--- src/rtl/jtriders_iomux_if.sv ---
// rtl/jtriders_iomux_if.sv - CPU I/O bus bundle for jtriders_iomux
interface jtriders_iomux_if;
    logic       cs;
    logic       we;
    logic [7:0] addr;
    logic [7:0] din;
    logic [7:0] dout;

    modport master (
        output cs, we, addr, din,
        input  dout
    );

    modport slave (
        input  cs, we, addr, din,
        output dout
    );
endinterface

--- src/rtl/jtriders_iomux.sv ---
// rtl/jtriders_iomux.sv - cabinet I/O read mux, coin/service debounce,
// timed object-DMA busy flag and coin counter/lockout latch
module jtriders_iomux #(
    parameter int PLAYERS = 4,
    parameter int DMA_LEN = 256,
    parameter int DEB_FR  = 2
) (
    input  logic                   clk,
    input  logic                   rst,
    input  logic                   cpu_cen,
    jtriders_iomux_if.slave        bus,
    input  logic                   LVBL,
    input  logic [2:0]             IPLn,
    input  logic                   eep_rdy,
    input  logic                   eep_do,
    input  logic                   dip_test,
    input  logic [PLAYERS*7-1:0]   joystick,
    input  logic [PLAYERS-1:0]     cab_1p,
    input  logic [PLAYERS-1:0]     coin,
    input  logic [PLAYERS-1:0]     service,
    output logic                   dma_busy,
    output logic [1:0]             coin_cnt,
    output logic [1:0]             coin_lock
);
    localparam int              NB        = 2 * PLAYERS;
    localparam logic [2:0]      DEB_LAST  = 3'(DEB_FR - 1);
    localparam logic [15:0]     DMA_LOAD  = 16'(DMA_LEN);

    logic [2:0]    sel;
    logic          wr;
    logic [NB-1:0] sync0, sync1, filt;
    logic [2:0]    deb_cnt [NB];
    logic          lvbl_l;
    logic          frame_tick;
    logic [15:0]   dma_cnt;
    logic [27:0]   joy_all;
    logic [3:0]    cab_all, coin_f, svc_f;
    logic [7:0]    rd_mux;
    logic          unused;

    assign sel        = {bus.addr[7], bus.addr[1:0]};
    assign wr         = bus.cs & bus.we & cpu_cen;
    assign frame_tick = lvbl_l & ~LVBL;
    assign dma_busy   = (dma_cnt != 16'd0);
    assign unused     = ^{IPLn[2:1], bus.addr[6:2], bus.din[7:4]};

    // Service bits sit above coin bits in the shared sync/filter vectors
    always_ff @(posedge clk) begin
        if (rst) begin
            sync0  <= '1;
            sync1  <= '1;
            lvbl_l <= 1'b0;
        end else begin
            sync0  <= {service, coin};
            sync1  <= sync0;
            lvbl_l <= LVBL;
        end
    end

    // A bit flips only after DEB_FR consecutive frame samples disagree with it
    always_ff @(posedge clk) begin
        if (rst) begin
            filt <= '1;
            for (int i = 0; i < NB; i++) deb_cnt[i] <= 3'd0;
        end else if (frame_tick) begin
            for (int i = 0; i < NB; i++) begin
                if (sync1[i] == filt[i]) begin
                    deb_cnt[i] <= 3'd0;
                end else if (deb_cnt[i] == DEB_LAST) begin
                    filt[i]    <= sync1[i];
                    deb_cnt[i] <= 3'd0;
                end else begin
                    deb_cnt[i] <= deb_cnt[i] + 3'd1;
                end
            end
        end
    end

    // Absent players and filter bits read back as released (1)
    always_comb begin
        joy_all = '1;
        cab_all = '1;
        coin_f  = '1;
        svc_f   = '1;
        for (int i = 0; i < PLAYERS; i++) begin
            joy_all[i*7 +: 7] = joystick[i*7 +: 7];
            cab_all[i]        = cab_1p[i];
            coin_f[i]         = filt[i];
            svc_f[i]          = filt[PLAYERS + i];
        end
    end

    always_comb begin
        rd_mux = 8'hFF;
        case (sel)
            3'b000, 3'b001, 3'b010, 3'b011:
                rd_mux = {cab_all[sel[1:0]], joy_all[int'(sel[1:0])*7 +: 7]};
            3'b100, 3'b110:
                rd_mux = {svc_f, coin_f};
            default:
                rd_mux = {dip_test, 1'b1, 1'b1, IPLn[0], LVBL, dma_busy, eep_rdy, eep_do};
        endcase
    end

    always_ff @(posedge clk) begin
        if (rst) bus.dout <= 8'hFF;
        else     bus.dout <= rd_mux;
    end

    // Trigger wins over the decrement, so a retrigger always restarts the full length
    always_ff @(posedge clk) begin
        if (rst) begin
            dma_cnt <= 16'd0;
        end else if (wr && sel == 3'b110) begin
            dma_cnt <= DMA_LOAD;
        end else if (cpu_cen && dma_cnt != 16'd0) begin
            dma_cnt <= dma_cnt - 16'd1;
        end
    end

    always_ff @(posedge clk) begin
        if (rst) begin
            coin_cnt  <= 2'b00;
            coin_lock <= 2'b00;
        end else if (wr && sel == 3'b111) begin
            coin_cnt  <= bus.din[1:0];
            coin_lock <= bus.din[3:2];
        end
    end
endmodule

--- src/flat_wrapper.sv ---
// flat-port wrapper written by rule: the top's interface ports become plain ports
module jtriders_iomux_flat 
#(
    parameter int PLAYERS = 4,
    parameter int DMA_LEN = 256,
    parameter int DEB_FR  = 2
)
  (clk, rst, cpu_cen, LVBL, IPLn, eep_rdy, eep_do, dip_test, joystick, cab_1p, coin, service, dma_busy, coin_cnt, coin_lock, bus_cs, bus_we, bus_addr, bus_din, bus_dout);
  jtriders_iomux_if bus_i ();
  input  logic clk;
  input  logic rst;
  input  logic cpu_cen;
  input  logic LVBL;
  input  logic [2:0] IPLn;
  input  logic eep_rdy;
  input  logic eep_do;
  input  logic dip_test;
  input  logic [PLAYERS*7-1:0] joystick;
  input  logic [PLAYERS-1:0] cab_1p;
  input  logic [PLAYERS-1:0] coin;
  input  logic [PLAYERS-1:0] service;
  output logic dma_busy;
  output logic [1:0] coin_cnt;
  output logic [1:0] coin_lock;
  input wire logic [$bits(bus_i.cs)-1:0] bus_cs;
  input wire logic [$bits(bus_i.we)-1:0] bus_we;
  input wire logic [$bits(bus_i.addr)-1:0] bus_addr;
  input wire logic [$bits(bus_i.din)-1:0] bus_din;
  output wire logic [$bits(bus_i.dout)-1:0] bus_dout;
  assign bus_i.cs = bus_cs;
  assign bus_i.we = bus_we;
  assign bus_i.addr = bus_addr;
  assign bus_i.din = bus_din;
  assign bus_dout = bus_i.dout;
  jtriders_iomux #(.PLAYERS(PLAYERS), .DMA_LEN(DMA_LEN), .DEB_FR(DEB_FR)) u_core (.clk(clk), .rst(rst), .cpu_cen(cpu_cen), .bus(bus_i), .LVBL(LVBL), .IPLn(IPLn), .eep_rdy(eep_rdy), .eep_do(eep_do), .dip_test(dip_test), .joystick(joystick), .cab_1p(cab_1p), .coin(coin), .service(service), .dma_busy(dma_busy), .coin_cnt(coin_cnt), .coin_lock(coin_lock));
endmodule
--- config.mk ---
export PLATFORM = sky130hd
export DESIGN_NAME = jtriders_iomux_flat
export DESIGN_NICKNAME = d
export VERILOG_FILES = /design/src/rtl/jtriders_iomux_if.sv /design/src/rtl/jtriders_iomux.sv /design/src/flat_wrapper.sv
export SDC_FILE = /design/constraint.sdc
export NUM_CORES = 1
export LEC_CHECK = 0
export CAP_MARGIN = 5
export CORE_MARGIN = 3
export CORE_UTILIZATION = 35
export DETAILED_ROUTE_END_ITERATION = 10
export PLACE_DENSITY = 0.58
export SYNTH_ARGS = -nofsm -noshare
export SYNTH_HDL_FRONTEND = slang
export SYNTH_SLANG_ARGS = --single-unit
--- constraint.sdc ---
create_clock -name clk -period 4.5 [get_ports clk]
set_input_delay 0.45 -clock clk [delete_from_list [all_inputs] [get_ports clk]]
set_output_delay 0.45 -clock clk [all_outputs]
set_load 0.02 [all_outputs]
==> flow_summary.ini <==
[status]
run_status = complete, no violations

[route]
drt_pass1_iterations = 4
antenna_left = 0
top_layer = met4
wl_met2_mm = 3.95
drt-total-wl_mm = 8.43
avgViaCountPerCell = 4.90
vias = 2844
met1_length_mm = 4.01
wl_met3_um = 418
wl_per_cell_um = 14.5
drc = 0
drt-initial-drc-count = 98

[synth]
ys_seq_area_share_pct = 47.7
yosysWarnings = 0
yosysMostFrequentCell = dfxtp_1
syn_area_per_cell_um2 = 10.0
synth_commonest_cells = dfxtp_1, nor2_1, nand2_1
synth-seq-cells = 77
synth-async-reset-ratio_pct = 0
syn_inst = 372
synthFlopType = dfxtp_1
synth.area.top_cells = dfxtp_1, edfxtp_1, ha_1
syn-num-nets = 458
synthDistinctLibCells = 43
synth_edf_count = 24
synth_top_area_share_pct = 28.4
synth_area_um2 = 3740
synth_top_area_cell = dfxtp_1

[critical_path]
arrival_ps = 2330
rrSetupSlack_ps = 2400
crit_slowest_cell = clkdlybuf4s50_1
crit_path_start_kind = register
critPathMaxStageDelay_ps = 550
worst-r2r-cell-count = 5
crit_chain = inv_1 -> ha_1 -> or4b_1 -> nor4_4 -> inv_2 -> clkdlybuf4s50_1
worst-setup-path-type = reg2out
r2r-end = u_core.deb_cnt[0][0]
cp-end-kind = output pin
r2r_start = u_core.lvbl_l
cp.required_ps = 4050
worstPathMaxFanout = 5

[clocking]
cts_hold_buf = 0
cts_made_buffers = 9
path_clk_slew_ps = 80
post_cts_buffers = 0
cts_resized = 0
clockRootBuffer = clkbuf_8
clkSinkCount = 77
tritoncts = yes
clk_latency_ps = 340
cts_buffer_depth = 2
h-tree-depth = 3

[power_and_ir_drop]
p_seq_share_pct = 43.6
pwr-share-comb_pct = 30.1
power.internal_mw = 1.32
p_clk_share_pct = 26.3
total_power_mw = 1.96
ir_drop_mv = 0.347
leakage_nw = 1.74
p_sw_share_pct = 32.6
power_density_nw_per_um2 = 412
switchingPower_mw = 0.637

[floorplan]
start_util_pct = 36.0
ios = 81
rows = 37
die_y_um = 109
fp.dieArea_um2 = 11900
core_area_um2 = 10400
die_width_um = 109

[sta]
fin_setup_tns_ps = 0
setup_viol = 0
fin_crit_ps = 2780
finalClockSkew_ps = 10.6
rsz0062_at_grt = false
period_share_pct = 61.8
worst_slack_ps = 1720
worst_slew_pin_slew_ps = 1240
slew_violations = 0
fmax_mhz = 359
finalHoldViolations = 0
relSlewSlack_pct = 17.6
holdWs_ps = 410

[grt]
grt_pass1_vias = 2774
grt_start_max_net_pins = 25
grtUsageTotal_pct = 14.7
overflow = 0
antenna_found_initial = 0
grt_pass1_wl_mm = 13.6

[final_layout]
diodes = 0
syn2layout_area_growth_pct = 27.0
fillers = 1008
ff_latch_area_um2 = 1780
multi_input_area_um2 = 1820
nets = 526
post-route-util_pct = 45.7
layout-drive-gt1-share_pct = 11.5

[worst_hold_path]
hold_depth = 1
hold_end = u_core.sync1[0]
hold_path.class = reg2reg
hold_start = u_core.sync0[0]

[placed_design]
port_buffers = 69
routabilityCongestion = 0.765
hpwl_mm = 5.97
place_ws_ps = 1630

[job]
cap_violations = 0
## power groups by stage
stage          logic, mW  registers [mW]  clock network [mW]
3_5_place_dp       0.591           0.867                   0
6_report           0.589           0.852               0.514
3_3_place_gp       0.582           0.864                   0
4_1_cts            0.595           0.851               0.529
5_1_grt            0.664           0.866               0.567
2_1_floorplan      0.437           0.857                   0
## state kept, by name, summed over array words and instances (netlist names)
register,cells
u_core.bus.dout,8
u_core.coin_cnt,2
u_core.coin_lock,2
u_core.deb_cnt,24
u_core.dma_cnt,16
u_core.filt,8
u_core.lvbl_l,1
u_core.sync0,8
u_core.sync1,8
## cell usage in the layout, fill, tap and decap left out, types with 14 or more instances in the layout
cell type	netlist	layout
clkdlybuf4s50_1	0	69
dfxtp_1	53	53
edfxtp_1	24	24
ha_1	18	18
mux2i_1	14	14
nand2_1	25	25
nand2b_1	14	14
nor2_1	49	49
o21ai_0	17	17
or2_2	17	17
## critical path, delay by kind of cell, from the launching register on
| family | cells | cell delay (ps) |
|---|---|---|
| buf+inv | 3 | 770 |
| flops | 1 | 340 |
| simple gates | 2 | 720 |
| fa+ha+maj | 1 | 150 |
## cell families (layout without fill, tap and decap cells)
family | after synthesis | count (layout) | share of synthesized area, %
and+or+nand+nor | 165 | 165 | 23.7
adders and majority gates | 18 | 18 | 6.03
muxes | 22 | 22 | 8.57
DFF | 77 | 77 | 47.7
xor gates and xnor gates | 8 | 8 | 1.88
buffers and inverters | 31 | 104 | 3.52
AOI/OAI and AO/OA | 51 | 51 | 8.64
## area by class of cell
class,count,share of cell area (%)
clock buffers,10,2.69
inverters,15,1.19
multi-input cells,264,38.4
clock inverters,6,1.35
repair buffers,73,15.2
well taps,136,3.59
flip-flops and latches,77,37.6
## worst max path at each step
stage,start,end,slack [ps],depth (start not counted)
floorplan,u_core.dma_cnt[0],dma_busy,2590,6
global placement,LVBL,u_core.deb_cnt[0][0],1700,6
detailed placement,LVBL,u_core.deb_cnt[1][9],1630,6
CTS,u_core.dma_cnt[0],dma_busy,1690,6
global route,u_core.dma_cnt[0],dma_busy,1560,6
finish,u_core.dma_cnt[0],dma_busy,1720,6
## layer usage
| metal | up-vias | global-route usage (%) |
|---|---|---|
| li1 | 1453 | - |
| met1 | 1335 | 19.4 |
| met2 | 52 | 24.0 |
| met3 | 4 | 4.05 |
| met4 | 0 | 3.74 |
| met5 | - | 0 |
## metrics by stage
| step | cell area, µm² | std cells |
|---|---|---|
| CTS | 4740 | 581 |
| finish | 4740 | 581 |
| global route | 4740 | 581 |
| global placement | 4550 | 565 |
| detailed placement | 4550 | 565 |
| floorplan | 3740 | 372 |
Power figures use the tool's default switching activity.
